<file path="config.mk">
export PLATFORM = sky130hd
export DESIGN_NAME = uart_io_ctrl
export DESIGN_NICKNAME = d
export VERILOG_FILES = /design/src/rtl/uart_io_ctrl_pkg.sv /design/src/rtl/uart_io_ctrl_tick_gen.sv /design/src/rtl/uart_io_ctrl.sv
export SDC_FILE = /design/constraint.sdc
export NUM_CORES = 1
export LEC_CHECK = 0
export ABC_AREA = 1
export BUFFER_PORTS_ARGS = -buffer_cell sky130_fd_sc_hd__buf_4
export CAP_MARGIN = 20
export CORE_MARGIN = 1.5
export CORE_UTILIZATION = 40
export CTS_CLUSTER_SIZE = 8
export DETAILED_ROUTE_END_ITERATION = 10
export HOLD_SLACK_MARGIN = 0.03
export SYNTH_ARGS = -nofsm -noshare
export SYNTH_HDL_FRONTEND = slang
export SYNTH_HIERARCHICAL = 1
export SYNTH_SLANG_ARGS = --single-unit
</file>
<file path="constraint.sdc">
create_clock -name clk -period 4.6 [get_ports clk]
set_input_delay 0.23 -clock clk [delete_from_list [all_inputs] [get_ports clk]]
set_output_delay 0.23 -clock clk [all_outputs]
set_load 0.01 [all_outputs]
</file>
<file path="src/rtl/uart_io_ctrl_pkg.sv">
// ---------------------------------------------------------------------------
// uart_io_pkg
// Shared definitions for the register-mapped UART controller: register
// addresses, STATUS bit positions, FSM state encodings and bit timing.
// Optional feature macro: UART_PARITY_EN. When it is defined, a PARITY state
// is added to both the TX and the RX state enums.
// ---------------------------------------------------------------------------
package uart_io_pkg;

    localparam logic [1:0] REG_DATA   = 2'd0;
    localparam logic [1:0] REG_STATUS = 2'd1;
    localparam logic [1:0] REG_BAUD   = 2'd2;
    localparam logic [1:0] REG_CTRL   = 2'd3;

    localparam int ST_TX_BUSY    = 0;
    localparam int ST_RX_VALID   = 1;
    localparam int ST_RX_OVERRUN = 2;
    localparam int ST_FRAME_ERR  = 3;
    localparam int ST_TX_DROPPED = 4;
    localparam int ST_PARITY_ERR = 5;

    localparam int TICKS_PER_BIT = 16;
    localparam int HALF_BIT      = 8;

    // Terminal values of the 4-bit per-bit tick counters
    localparam logic [3:0] LAST_TICK = 4'(TICKS_PER_BIT - 1);
    localparam logic [3:0] HALF_LAST = 4'(HALF_BIT - 1);

    typedef enum logic [2:0] {
        TX_IDLE,
        TX_START,
        TX_DATA,
`ifdef UART_PARITY_EN
        TX_PARITY,
`endif
        TX_STOP
    } txState_e;

    typedef enum logic [2:0] {
        RX_IDLE,
        RX_START,
        RX_DATA,
`ifdef UART_PARITY_EN
        RX_PARITY,
`endif
        RX_STOP
    } rxState_e;

endpackage

</file>
<file path="src/rtl/uart_io_ctrl_tick_gen.sv">
// ---------------------------------------------------------------------------
// uart_tick_gen
// Programmable oversampling tick generator. The counter runs 0..div and
// 'tick' pulses for one clock on the wrap cycle, so the period is div+1
// clocks (div = 0 ticks every clock).
// Ports:
//   clk   - system clock
//   reset - synchronous active-high reset
//   div   - wrap value (BAUD_DIV register)
//   clr   - restarts the count from zero on this edge
//   tick  - one-clock oversampling pulse
// ---------------------------------------------------------------------------
module uart_tick_gen (
    input  logic        clk,
    input  logic        reset,
    input  logic [15:0] div,
    input  logic        clr,
    output logic        tick
);

    logic [15:0] cnt_q;
    logic [15:0] cnt_d;

    // Next count: wrap at div, or restart when the divider is rewritten.
    // Using >= keeps the counter sane when div is lowered below the count.
    always_comb begin
        cnt_d = cnt_q + 16'd1;
        if (clr || (cnt_q >= div)) begin
            cnt_d = 16'd0;
        end
    end

    // The tick is suppressed on a clear edge so a new divider starts cleanly
    assign tick = !clr && (cnt_q >= div);

    // Counter register
    always_ff @(posedge clk) begin
        if (reset) begin
            cnt_q <= 16'd0;
        end else begin
            cnt_q <= cnt_d;
        end
    end

endmodule

</file>
<file path="src/rtl/uart_io_ctrl.sv">
// ---------------------------------------------------------------------------
// uart_io_ctrl
// Register-mapped UART controller for I/O device slot 1. Owns rx/tx pins.
// Registers: 0 DATA, 1 STATUS (W1C bits 1..5), 2 BAUD_DIV, 3 CTRL.
// Ports:
//   clk, reset   - system clock, synchronous active-high reset
//   cs, we       - device select and write strobe (write on cs&&we)
//   reg_sel      - register address
//   in / out     - write data / combinational read data
//   rx / tx      - serial input (asynchronous) / serial output (idle high)
// Optional feature macro: UART_PARITY_EN (even parity bit, STATUS bit5).
// ---------------------------------------------------------------------------
import uart_io_pkg::*;

module uart_io_ctrl #(
    parameter logic [15:0] DEFAULT_DIV = 16'd325,
    parameter int          SYNC_STAGES = 2
) (
    input  logic        clk,
    input  logic        reset,
    input  logic        cs,
    input  logic        we,
    input  logic [1:0]  reg_sel,
    input  logic [15:0] in,
    output logic [15:0] out,
    input  logic        rx,
    output logic        tx
);

    logic        wrData, wrStatus, wrBaud, wrCtrl;
    logic        tick;
    logic [15:0] baudDiv_q;
    logic        txEn_q, rxEn_q;
    logic [SYNC_STAGES-1:0] rxSync_q;
    logic        rxS, rxPrev_q;

    txState_e    txState_q;
    logic        tx_q, txBusy_q, txDropped_q;
    logic [7:0]  txData_q;
    logic [2:0]  txBit_q;
    logic [3:0]  txTick_q;

    rxState_e    rxState_q;
    logic [7:0]  rxShift_q, rxData_q;
    logic [2:0]  rxBit_q;
    logic [3:0]  rxTick_q;
    logic        rxValid_q, rxOverrun_q, frameErr_q, rxWaitHigh_q;
    logic        parityErr;

`ifdef UART_PARITY_EN
    logic        parityErr_q;
    assign parityErr = parityErr_q;
`else
    assign parityErr = 1'b0;
`endif

    assign wrData   = cs && we && (reg_sel == REG_DATA);
    assign wrStatus = cs && we && (reg_sel == REG_STATUS);
    assign wrBaud   = cs && we && (reg_sel == REG_BAUD);
    assign wrCtrl   = cs && we && (reg_sel == REG_CTRL);
    assign tx       = tx_q;
    assign rxS      = rxSync_q[SYNC_STAGES-1];

    uart_tick_gen u_tick (
        .clk   (clk),
        .reset (reset),
        .div   (baudDiv_q),
        .clr   (wrBaud),
        .tick  (tick)
    );

    // Configuration registers: divider and the two enables
    always_ff @(posedge clk) begin
        if (reset) begin
            baudDiv_q <= DEFAULT_DIV;
            txEn_q    <= 1'b1;
            rxEn_q    <= 1'b1;
        end else begin
            if (wrBaud) begin
                baudDiv_q <= in;
            end
            if (wrCtrl) begin
                txEn_q <= in[0];
                rxEn_q <= in[1];
            end
        end
    end

    // rx crosses into the clk domain through a shift-register synchronizer;
    // rxPrev_q holds the previous synchronized level for falling-edge detect.
    // Reset to all ones so an idle line does not look like a start bit.
    always_ff @(posedge clk) begin
        if (reset) begin
            rxSync_q <= '1;
            rxPrev_q <= 1'b1;
        end else begin
            rxSync_q <= {rxSync_q[SYNC_STAGES-2:0], rx};
            rxPrev_q <= rxS;
        end
    end

    // Transmit FSM. Each bit is held for 16 ticks; the tick counter wraps
    // by itself so it only needs explicit clearing when a frame starts.
    // tx_dropped's W1C comes first so a same-cycle hardware set wins.
    always_ff @(posedge clk) begin
        if (reset) begin
            txState_q   <= TX_IDLE;
            tx_q        <= 1'b1;
            txBusy_q    <= 1'b0;
            txDropped_q <= 1'b0;
            txData_q    <= 8'h00;
            txBit_q     <= 3'd0;
            txTick_q    <= 4'd0;
        end else begin
            if (wrStatus && in[ST_TX_DROPPED]) begin
                txDropped_q <= 1'b0;
            end
            if (wrData && (txBusy_q || !txEn_q)) begin
                txDropped_q <= 1'b1;
            end
            case (txState_q)
                TX_IDLE: begin
                    if (wrData && txEn_q) begin
                        txData_q  <= in[7:0];
                        tx_q      <= 1'b0;
                        txBusy_q  <= 1'b1;
                        txTick_q  <= 4'd0;
                        txState_q <= TX_START;
                    end
                end
                TX_START: begin
                    if (tick) begin
                        txTick_q <= txTick_q + 4'd1;
                        if (txTick_q == LAST_TICK) begin
                            txBit_q   <= 3'd0;
                            tx_q      <= txData_q[0];
                            txState_q <= TX_DATA;
                        end
                    end
                end
                TX_DATA: begin
                    if (tick) begin
                        txTick_q <= txTick_q + 4'd1;
                        if (txTick_q == LAST_TICK) begin
                            if (txBit_q == 3'd7) begin
`ifdef UART_PARITY_EN
                                tx_q      <= ^txData_q;
                                txState_q <= TX_PARITY;
`else
                                tx_q      <= 1'b1;
                                txState_q <= TX_STOP;
`endif
                            end else begin
                                txBit_q <= txBit_q + 3'd1;
                                tx_q    <= txData_q[txBit_q + 3'd1];
                            end
                        end
                    end
                end
`ifdef UART_PARITY_EN
                TX_PARITY: begin
                    if (tick) begin
                        txTick_q <= txTick_q + 4'd1;
                        if (txTick_q == LAST_TICK) begin
                            tx_q      <= 1'b1;
                            txState_q <= TX_STOP;
                        end
                    end
                end
`endif
                TX_STOP: begin
                    if (tick) begin
                        txTick_q <= txTick_q + 4'd1;
                        if (txTick_q == LAST_TICK) begin
                            txBusy_q  <= 1'b0;
                            txState_q <= TX_IDLE;
                        end
                    end
                end
                default: begin
                    txState_q <= TX_IDLE;
                    tx_q      <= 1'b1;
                    txBusy_q  <= 1'b0;
                end
            endcase
        end
    end

    // Receive FSM. Start is qualified at mid-bit (8 ticks) to reject
    // glitches, then every later sample lands mid-bit 16 ticks apart.
    // After a bad stop bit the FSM parks in STOP until the line is high
    // again so a held-low line cannot retrigger a start. W1C clears come
    // first so hardware sets later in the block take priority.
    always_ff @(posedge clk) begin
        if (reset) begin
            rxState_q    <= RX_IDLE;
            rxShift_q    <= 8'h00;
            rxData_q     <= 8'h00;
            rxBit_q      <= 3'd0;
            rxTick_q     <= 4'd0;
            rxValid_q    <= 1'b0;
            rxOverrun_q  <= 1'b0;
            frameErr_q   <= 1'b0;
            rxWaitHigh_q <= 1'b0;
`ifdef UART_PARITY_EN
            parityErr_q  <= 1'b0;
`endif
        end else begin
            if (wrStatus) begin
                if (in[ST_RX_VALID])   rxValid_q   <= 1'b0;
                if (in[ST_RX_OVERRUN]) rxOverrun_q <= 1'b0;
                if (in[ST_FRAME_ERR])  frameErr_q  <= 1'b0;
`ifdef UART_PARITY_EN
                if (in[ST_PARITY_ERR]) parityErr_q <= 1'b0;
`endif
            end
            if (!rxEn_q) begin
                rxState_q    <= RX_IDLE;
                rxWaitHigh_q <= 1'b0;
            end else begin
                case (rxState_q)
                    RX_IDLE: begin
                        if (rxPrev_q && !rxS) begin
                            rxTick_q  <= 4'd0;
                            rxState_q <= RX_START;
                        end
                    end
                    RX_START: begin
                        if (tick) begin
                            rxTick_q <= rxTick_q + 4'd1;
                            if (rxTick_q == HALF_LAST) begin
                                rxTick_q <= 4'd0;
                                rxBit_q  <= 3'd0;
                                rxState_q <= rxS ? RX_IDLE : RX_DATA;
                            end
                        end
                    end
                    RX_DATA: begin
                        if (tick) begin
                            rxTick_q <= rxTick_q + 4'd1;
                            if (rxTick_q == LAST_TICK) begin
                                rxShift_q <= {rxS, rxShift_q[7:1]};
                                rxBit_q   <= rxBit_q + 3'd1;
                                if (rxBit_q == 3'd7) begin
`ifdef UART_PARITY_EN
                                    rxState_q <= RX_PARITY;
`else
                                    rxState_q <= RX_STOP;
`endif
                                end
                            end
                        end
                    end
`ifdef UART_PARITY_EN
                    RX_PARITY: begin
                        if (tick) begin
                            rxTick_q <= rxTick_q + 4'd1;
                            if (rxTick_q == LAST_TICK) begin
                                if (rxS != ^rxShift_q) begin
                                    parityErr_q <= 1'b1;
                                end
                                rxState_q <= RX_STOP;
                            end
                        end
                    end
`endif
                    RX_STOP: begin
                        if (rxWaitHigh_q) begin
                            if (rxS) begin
                                rxWaitHigh_q <= 1'b0;
                                rxState_q    <= RX_IDLE;
                            end
                        end else if (tick) begin
                            rxTick_q <= rxTick_q + 4'd1;
                            if (rxTick_q == LAST_TICK) begin
                                if (rxS) begin
                                    rxData_q  <= rxShift_q;
                                    rxValid_q <= 1'b1;
                                    if (rxValid_q) begin
                                        rxOverrun_q <= 1'b1;
                                    end
                                    rxState_q <= RX_IDLE;
                                end else begin
                                    frameErr_q   <= 1'b1;
                                    rxWaitHigh_q <= 1'b1;
                                end
                            end
                        end
                    end
                    default: begin
                        rxState_q <= RX_IDLE;
                    end
                endcase
            end
        end
    end

    // Read mux: purely combinational, independent of cs, no side effects
    always_comb begin
        out = 16'h0000;
        case (reg_sel)
            REG_DATA:   out = {8'h00, rxData_q};
            REG_STATUS: out = {10'h000, parityErr, txDropped_q, frameErr_q,
                               rxOverrun_q, rxValid_q, txBusy_q};
            REG_BAUD:   out = baudDiv_q;
            REG_CTRL:   out = {14'h0000, rxEn_q, txEn_q};
            default:    out = 16'h0000;
        endcase
    end

endmodule
</file>
Yosys cells after proc, flatten, opt, wreduce, memory -nomap -nowiden
Index checks and enable logic that the tools add are counted.
{"block": "totals", "word_cells": 188, "latchBits": 0, "output_inout_bits": 17, "regBits": 88, "ram_bits": 0, "n_memories": 0, "mem_bits_ro": 0, "input_bits": 23}
{"block": "classes", "muxes": 84, "order_cmp": 2, "bitwise": 4, "div": 0, "n_reduce_logical": 38, "shifts": 0, "eq_ne": 33, "mul": 0, "addsub": 5}
{"cell": "3-bit 2-to-1 mux", "count": 25}
{"cell": "16-bit one-hot mux with 4 select lines", "count": 1}
{"cell": "1-bit 2-to-1 mux", "count": 41}
{"cell": "2-bit != test, second input constant", "count": 16}
{"cell": "4-bit 2-to-1 mux", "count": 7}
{"cell": "3-bit one-hot mux with 4 select lines", "count": 2}
{"cell": "6-bit AND reduction", "count": 4}
{"cell": "16-bit by 1-bit adder with 16-bit output, second input constant", "count": 1}
{"cell": "16-bit greater-or-equal comparator", "count": 1}
{"cell": "4-bit one-hot mux with 4 select lines", "count": 1}
{"cell": "8-bit AND reduction", "count": 2}
{"cell": "3-bit by 2-bit equality test with 1-bit output, second input constant", "count": 4}
{"cell": "3-bit one-hot mux with 2 select lines", "count": 2}
{"cell": "1-bit logical AND", "count": 10}
{"cell": "4-bit by 1-bit adder with 4-bit output, second input constant", "count": 2}
{"cell": "4-bit equality test, second input constant", "count": 2}
{"cell": "4-bit one-hot mux with 2 select lines", "count": 1}
{"cell": "4-bit AND reduction", "count": 2}
{"cell": "2-bit nonzero test", "count": 4}
{"cell": "3-bit by 1-bit adder with 3-bit output, second input constant", "count": 2}
{"cell": "3-bit by 1-bit equality test with 1-bit output, second input constant", "count": 2}
{"cell": "3-bit equality test, second input constant", "count": 2}
{"cell": "3-bit logical NOT", "count": 2}
{"cell": "3-bit != test, second input constant", "count": 2}
{"cell": "19 further kinds", "count": 28}

Longest topological paths before layout
Gate-level depths: netlist of the first run.
{"block": "logic_depth", "word_depth": 10, "depth_mapped": 20, "mapped_depth_nobuf": 20}

By module
Netlist of the first run, hierarchy kept.
{"module": "uart_io_ctrl", "cells_each": 479, "area_per_inst_um2": 3407.0, "instances": 1, "seq_area_each_um2": 1401.3}
{"module": "uart_tick_gen", "cells_each": 163, "area_per_inst_um2": 1178.6, "instances": 1, "seq_area_each_um2": 320.3}

Worst setup path after synthesis of the first run
Ideal clock, no wire load.
{"block": "synth_path", "kind": "flip-flop to flip-flop", "start": "reg u_tick.cnt_q[0]", "end": "reg rxData_q[6]", "stages_incl_launch_ff": 17, "slack_ns": 2.358, "t_required_ns": 4.488, "t_arrival_ns": 2.130, "synth_period_minus_slack_ns": 2.242, "path_cell_list": "dfxtp_1 -> inv_1 -> ha_1 -> nand2_1 -> nor2_1 -> nor2_1 -> nand2_1 -> nand2_1 -> nand2_1 -> nand2_1 -> a21oi_1 -> nand4_4 -> nor3_4 -> nand3_4 -> buf_6 -> nor2_2 -> nor2_2"}
{"block": "synth_via", "elab_chain_cells": 3}
{"element": "start, declared", "line": "uart_io_ctrl_tick_gen.sv:21", "rtl": "logic [15:0] cnt_q;"}
{"element": "start signal, assigned", "line": "uart_io_ctrl_tick_gen.sv:41", "rtl": "cnt_q <= cnt_d;"}
{"element": "16-bit greater-or-equal comparator", "line": "uart_io_ctrl_tick_gen.sv:34", "rtl": "assign tick = !clr && (cnt_q >= div);"}
{"element": "1-bit logical AND", "line": "uart_io_ctrl_tick_gen.sv:34"}
{"element": "net tick", "line": "uart_io_ctrl.sv:31", "rtl": "logic tick;"}
{"element": "6-bit AND reduction (no source line)"}
{"element": "end signal, assigned", "line": "uart_io_ctrl.sv:277", "rtl": "rxData_q <= rxShift_q;"}
{"element": "end, declared", "line": "uart_io_ctrl.sv:44", "rtl": "logic [7:0] rxShift_q, rxData_q;"}
The timed path passes the listed nets, and every way through them passes these cells.
A chain may end at the register's enable or synchronous reset.

Final worst setup path of the first run
{"block": "layout_path", "start": "reg u_tick.cnt_q[0]", "end": "reg rxBit_q[2]"}
{"block": "layout_via", "elab_chain_cells": 4}
{"element": "16-bit greater-or-equal comparator (*)", "line": "uart_io_ctrl_tick_gen.sv:34"}
{"element": "1-bit logical AND (*)", "line": "uart_io_ctrl_tick_gen.sv:34"}
{"element": "net tick", "line": "uart_io_ctrl.sv:31"}
{"element": "2-bit != test (no source line)"}
{"element": "6-bit AND reduction (no source line) (*)"}
{"element": "end signal, assigned", "line": "uart_io_ctrl.sv:243", "rtl": "rxBit_q <= rxBit_q + 3'd1;"}
{"element": "end, declared", "line": "uart_io_ctrl.sv:45", "rtl": "logic [2:0] rxBit_q;"}
The timed path passes the listed nets; every way through them passes the cells marked *.

==> results of run 1 <==
## flip-flops by register name, summed over array words and instances (netlist names), 2 cells and up
register,cells
txData_q,8
rxBit_q,3
rxTick_q,4
rxShift_q,8
rxData_q,8
txState_q,2
baudDiv_q,16
rxSync_q,2
txTick_q,4
u_tick/cnt_q,16
rxState_q,2
txBit_q,3
## how the worst max path moves through the flow
stage,depth (start not counted),end,startpoint
after global placement,17,rxBit_q[1],u_tick/cnt_q[0]
final,17,rxBit_q[2],u_tick/cnt_q[0]
after detailed placement,17,rxBit_q[2],u_tick/cnt_q[0]
after floorplan,16,rxData_q[6],u_tick/cnt_q[0]
after CTS,17,rxBit_q[2],u_tick/cnt_q[0]
after global routing,18,rxTick_q[3],u_tick/cnt_q[0]
## synthesized netlist by cell type, types with 2 or more instances
cell	instances	area (sq um)
xnor2_1	5	43.8
nor3_4	3	48.8
a211oi_1	2	15.0
ha_1	32	400
nor2_4	2	22.5
clkbuf_1	6	22.5
a21oi_1	45	225
buf_2	5	25.0
nor3_1	3	15.0
nand4_1	11	68.8
inv_2	9	33.8
o21ai_0	42	210
nand3_2	3	30.0
inv_1	81	304
o211ai_1	8	60.1
nand2_1	118	443
o21ai_1	10	50.1
nor2_1	107	402
or2_2	2	12.5
nor2_2	5	31.3
nand2_2	3	18.8
nand3_1	30	150
xor2_1	11	96.3
dfxtp_1	86	1720
## metal layers
layer / wire, microns / part of all wire, % / vias to the layer above / track usage (%)
met5: 0 / 0 / - / 0
met4: 104 / 1.0 / 0 / 6.77
met3: 475 / 4.6 / 7 / 6.06
met2: 4990 / 48 / 57 / 31.7
met1: 4790 / 46 / 1827 / 22.9
li1: - / - / 2125 / -
## cell type report
cell class	instances	area (sq um)	share of cell area [%]
Multi-Input combinational cell	451	2440	45.9
Sequential cell	86	1720	32.3
Inverter	91	342	6.41
Timing Repair Buffer	40	320	6.02
Clock buffer	10	239	4.49
Tap cell	140	175	3.29
Clock inverter	6	85.1	1.60
## worst max-delay path, delay by kind of cell, from the launching register on
family | cells | cell delay [ps]
AOI/OAI and AO/OA | 3 | 770
DFF | 1 | 430
and+or+nand+nor | 11 | 890
adders and majority gates | 1 | 270
buffers and inverters | 2 | 260
## cells by family (layout without fill, tap and decap cells)
family | count (synthesis) | after routing | synth area share (%)
buffers and inverters | 105 | 147 | 9.19
flip-flops | 86 | 86 | 37.5
XOR/XNOR | 16 | 16 | 3.06
adder cells (fa/ha/maj) | 32 | 32 | 8.73
AO/OA/AOI/OAI | 111 | 111 | 12.9
AND/OR/NAND/NOR | 292 | 292 | 28.5
## power groups by stage
stage | registers [W] | clock network (W) | logic (W)
floorplan | 0.000809 | 0 | 0.000184
global placement | 0.000813 | 0 | 0.000254
detailed placement | 0.000814 | 0 | 0.000261
CTS | 0.000798 | 0.000818 | 0.000263
global route | 0.000801 | 0.000843 | 0.000300
finish | 0.000798 | 0.000794 | 0.000263
## metrics by stage
step | setup WS, ps | util [%] | instances | total power, W
2_1_floorplan | 2360 | - | 642 | 0.000993
3_3_place_gp | 1980 | 45.1 | 807 | 0.00107
3_5_place_dp | 1850 | 45.3 | 808 | 0.00107
4_1_cts | 1840 | 48.3 | 824 | 0.00188
5_1_grt | 1600 | 48.3 | 824 | 0.00194
6_report | 1860 | 48.3 | 824 | 0.00185
==> qor.yml, run 1 <==
power:
  powerDensity_nw_per_um2: 348
  p_clk_share_pct: 42.8
  p_switching_w: 0.000497
  power_leakage_nw: 2.45
  peakVddDrop_mv: 0.279
  p_int_w: 0.00136
  p_comb_share_pct: 14.2
  sw_frac_of_total_pct: 26.8
  pwr-share-seq_pct: 43.0
clocking:
  cts_setup_buffers: 0
  clock-root-buffer: "clkbuf_16"
  path_clk_slew_ps: 60
  cts_inserted_buffers: 9
  postCtsHoldBufs: 0
  post_cts_resized: 0
  clk_latency_ps: 350
  clk_path_buf_depth: 2
  cts_tree: "built"
  htree_levels: 3
  clock-sinks: 86
synthesis:
  synth_cell_types: 37
  syn-num-nets: 697
  async_reset_ff_share_pct: 0
  syn_avg_cell_area_sq_um: 7.14
  synth-warning-count: 6
  synth_edf_count: 0
  yosys_most_used_dff: "dfxtp_1"
  synthCells: 642
  ys_seq_area_share_pct: 37.5
  syn_area_sq_um: 4590
  ys_ff_latch: 86
timing:
  fmax_mhz: 365
  slew_violations: 0
  setup_violations: 0
  finalHoldViolations: 0
  fin_worst_skew_ps: 6.34
  grt_setup_unrepaired: "no"
  whs_ps: 71.4
  tns_ps: 0
  period_minus_slack_ps: 2740
  fin_crit_sh_pct: 59.6
  slew_headroom_pct: 55.3
  worst_pin_slew_ps: 666
grt:
  grt_usage_pct: 19.0
  grt_first_pass_wirelength_microns: 17500
  grt_max_degree: 27
  grt_pass1_vias: 3794
  grt.overflow.total: 0
  antenna_found_initial: 0
cells_and_area:
  final_cell_area_sq_um: 5330
  area_growth_syn_to_layout_pct: 16.1
  drive_gt1_share_pct: 12.9
  layout_commonest_cell: "nand2_1"
  diodes: 0
  fillers: 1088
  most-common-layout-cells: "nand2_1, nor2_1, dfxtp_1"
  layout.nets: 734
worst_hold_path:
  hold_depth: 2
  whs_endpoint: "rxSync_q[0]"
  hold_path.class: "in -> reg"
  min-delay-start: "rx"
detailed_routing:
  num_vias: 4016
  drt_iter0_markers: 188
  route.detailed.drc: 0
  via_per_inst: 4.87
  ant_nets: 0
  dr.pass1.iters: 4
  wirelength_microns: 10400
  wire_per_inst_microns: 12.6
placement:
  placed_area_sq_um: 5000
  gp_congestion: 0.835
  portBuffers: 39
  dpl.hpwl_microns: 7760
worst_setup_path:
  required_ps: 4820
  max_stage_delay_ps: 460
  rr_worst_depth: 17
  crit_path_end_kind: "register"
  cp_slowest_cell: "a21oi_1"
  rrSetupSlack_ps: 1860
  crit_path_frequent_cell: "nand2_1"
  crit_path_max_fanout: 8
  critPathArrivalTime_ps: 2960
  crit_path_start_kind: "register"
  reg2reg_from: "u_tick/cnt_q[0]"
  crit_chain: "inv_1 > ha_1 > nand2_1 > nor2_1 > nor2_1 > nand2_1 > nand2_1 > nand2_1 > nand2_1 > a21oi_1 > inv_2 > nand2_1 > nand2_1 > a21oi_1 > nand3_1 > nand2_1 > a21oi_1"
  worstSetupPathType: "reg -> reg"
  r2r-end: "rxBit_q[2]"
floorplan:
  core.rowCount: 38
  die_w_microns: 110
  die_h_microns: 110
  die_area_sq_um: 12100
  core_sq_um: 11000
  start_util_pct: 41.6
  io_pins: 40
job:
  max_cap_violations: 0
status:
  status: "finished, final reports clean"
No activity file was read; power rests on OpenSTA's default activity.
==> run 2: changes to the inputs <==
Clock period 4.6 ns to 2.56 ns, I/O delays scaled along.
==> run 2 against run 1 <==
Effect of this change:
- clock power up 68%
- cell count up 1.9%
- sequential cell count unchanged
- die area unchanged
- maximum frequency up 12%
- combinational power up 91%
- critical path depth down 3
- non-clock buffer count up 14
- cell area up 4.1%
- setup slack worse by 1800 ps
- clock-buffer cell count up 2
- critical path type unchanged
==> qor.yml, run 2 (synthesis gave the netlist of run 1 again) <==
job:
  max_cap_violations: 0
power:
  powerDensity_nw_per_um2: 589
  power_leakage_nw: 2.51
  peakVddDrop_mv: 0.500
clocking:
  clock-root-buffer: "clkbuf_16"
  htree_levels: 3
  clk_path_buf_depth: 2
  cts_tree: "built"
  path_clk_slew_ps: 60
  clock-sinks: 86
  clk_latency_ps: 340
  cts_inserted_buffers: 9
grt:
  grt_max_degree: 46
  grt_usage_pct: 18.8
  grt.overflow.total: 0
  grt_first_pass_wirelength_microns: 17700
  antenna_found_initial: 0
  grt_pass1_vias: 3827
detailed_routing:
  num_vias: 4155
  via_per_inst: 4.95
  drt_iter0_markers: 183
  dr.pass1.iters: 4
  ant_nets: 0
  wirelength_microns: 11000
  wire_per_inst_microns: 13.1
  route.detailed.drc: 0
floorplan:
  die_area_sq_um: 12100
  core_sq_um: 11000
  core.rowCount: 38
  die_h_microns: 110
  io_pins: 40
  die_w_microns: 110
  start_util_pct: 41.6
placement:
  placed_area_sq_um: 5020
  gp_congestion: 0.876
  portBuffers: 39
  dpl.hpwl_microns: 7820
  dp.cells: 813
cells_and_area:
  final_cell_area_sq_um: 5550
  multi_input_area_sq_um: 2570
  most-common-layout-cells: "nand2_1, nor2_1, inv_1, dfxtp_1, buf_4"
  register_area_sq_um: 1740
  layout_commonest_cell: "nand2_1"
  drive_gt1_share_pct: 18.1
  fin_cells: 840
  area_growth_syn_to_layout_pct: 20.9
  fillers: 1097
  layout.nets: 750
  largestRegisters: "baudDiv_q x16, u_tick/cnt_q x16"
  diodes: 0
status:
  status: "finished, final reports clean"
timing:
  period_minus_slack_ps: 2450
  finalHoldViolations: 0
  slew_violations: 0
  fmax_mhz: 408
  worst_pin_slew_ps: 498
  fin_worst_skew_ps: 8.77
  setup_violations: 0
  slew_headroom_pct: 66.7
  grt_setup_unrepaired: "yes"
  fin_crit_sh_pct: 95.8
  whs_ps: 39.0
worst_setup_path:
  crit_path_max_fanout: 8
  required_ps: 2790
  worstSetupPathType: "reg -> reg"
  max_stage_delay_ps: 370
  crit_end: "rxData_q[1]"
  r2r-end: "rxData_q[1]"
  startpoint: "baudDiv_q[7]"
  crit_path_start_kind: "register"
  rrSetupSlack_ps: 110
  crit_chain: "inv_1 > ha_1 > nand2_1 > o21a_1 > nand2_1 > nand2_2 > a21oi_2 > buf_4 > nand4_4 > nor3_4 > buf_6 > nand3_4 > nor2_1 > nor2_1"
  reg2reg_from: "baudDiv_q[7]"
  crit_path_end_kind: "register"
  critPathArrivalTime_ps: 2680
  cp_slowest_cell: "dfxtp_4"
  rr_worst_depth: 14
worst_hold_path:
  hold_path.class: "in -> reg"
-- run 2: changes by cell type in the layout (fill, tap and decap cells not counted), sizes merged, moves of 2 or more --
cell,delta
clkbuf,+2
nand3,+2
clkinvlp,-2
dlygate4sd3,+4
buf,+10
-- run 2: how the worst min path moves through the flow --
stage / slack (ps) / endpoint / cells after the start / from
6_report: 40 / rxEn_q / 3 / in[1]
5_1_grt: 40 / rxEn_q / 3 / in[1]
4_1_cts: 30 / rxEn_q / 3 / in[1]
3_5_place_dp: 310 / rxSync_q[0] / 2 / rx
3_3_place_gp: 310 / rxSync_q[0] / 2 / rx
2_1_floorplan: 230 / rxSync_q[0] / 1 / rx
-- run 2: routing by layer --
layer	routed length (microns)	global-route usage [%]	up-vias
li1	-	-	2167
met1	5030	22.6	1908
met2	5490	32.9	73
met3	371	4.06	7
met4	100	6.49	0
met5	0	0	-
-- run 2: final cells by class --
type                            instances  area share, %
Clock buffer                           12           4.63
Inverter                               91           6.16
Clock inverter                          4          0.812
Multi-Input combinational cell        453           46.4
Timing Repair Buffer                   54           7.56
Sequential cell                        86           31.3
Tap cell                              140           3.16
-- run 2: worst max-delay path: cells and delay by family, from the launching register on --
kind,cells,cell delay [ps]
DFF,1,370
and+or+nand+nor,8,950
buffers and inverters,3,350
AOI/OAI and AO/OA,2,380
adders and majority gates,1,280
-- run 2: where the power goes --
group          switching (W)  internal [W]
registers          0.0000443       0.00139
logic               0.000315      0.000188
clock network       0.000525      0.000805
-- run 2: metrics by stage --
step                utilization (%)  worst slack [ps]  TNS, ps  total power (W)
global placement               45.5               117        0          0.00192
floorplan                         -               318        0          0.00178
global route                   50.3             -40.2    -41.2          0.00344
detailed placement             45.5              54.4        0          0.00194
CTS                            48.6              18.0        0          0.00328
finish                         50.3               107        0          0.00327
-- run 2: timing repair --
item	in CTS	in global routing
resized for setup	0	32
hold buffers	4	0
hold endpoints to repair	5	0
endpoints found under the setup margin	0	28
setup buffers	0	5
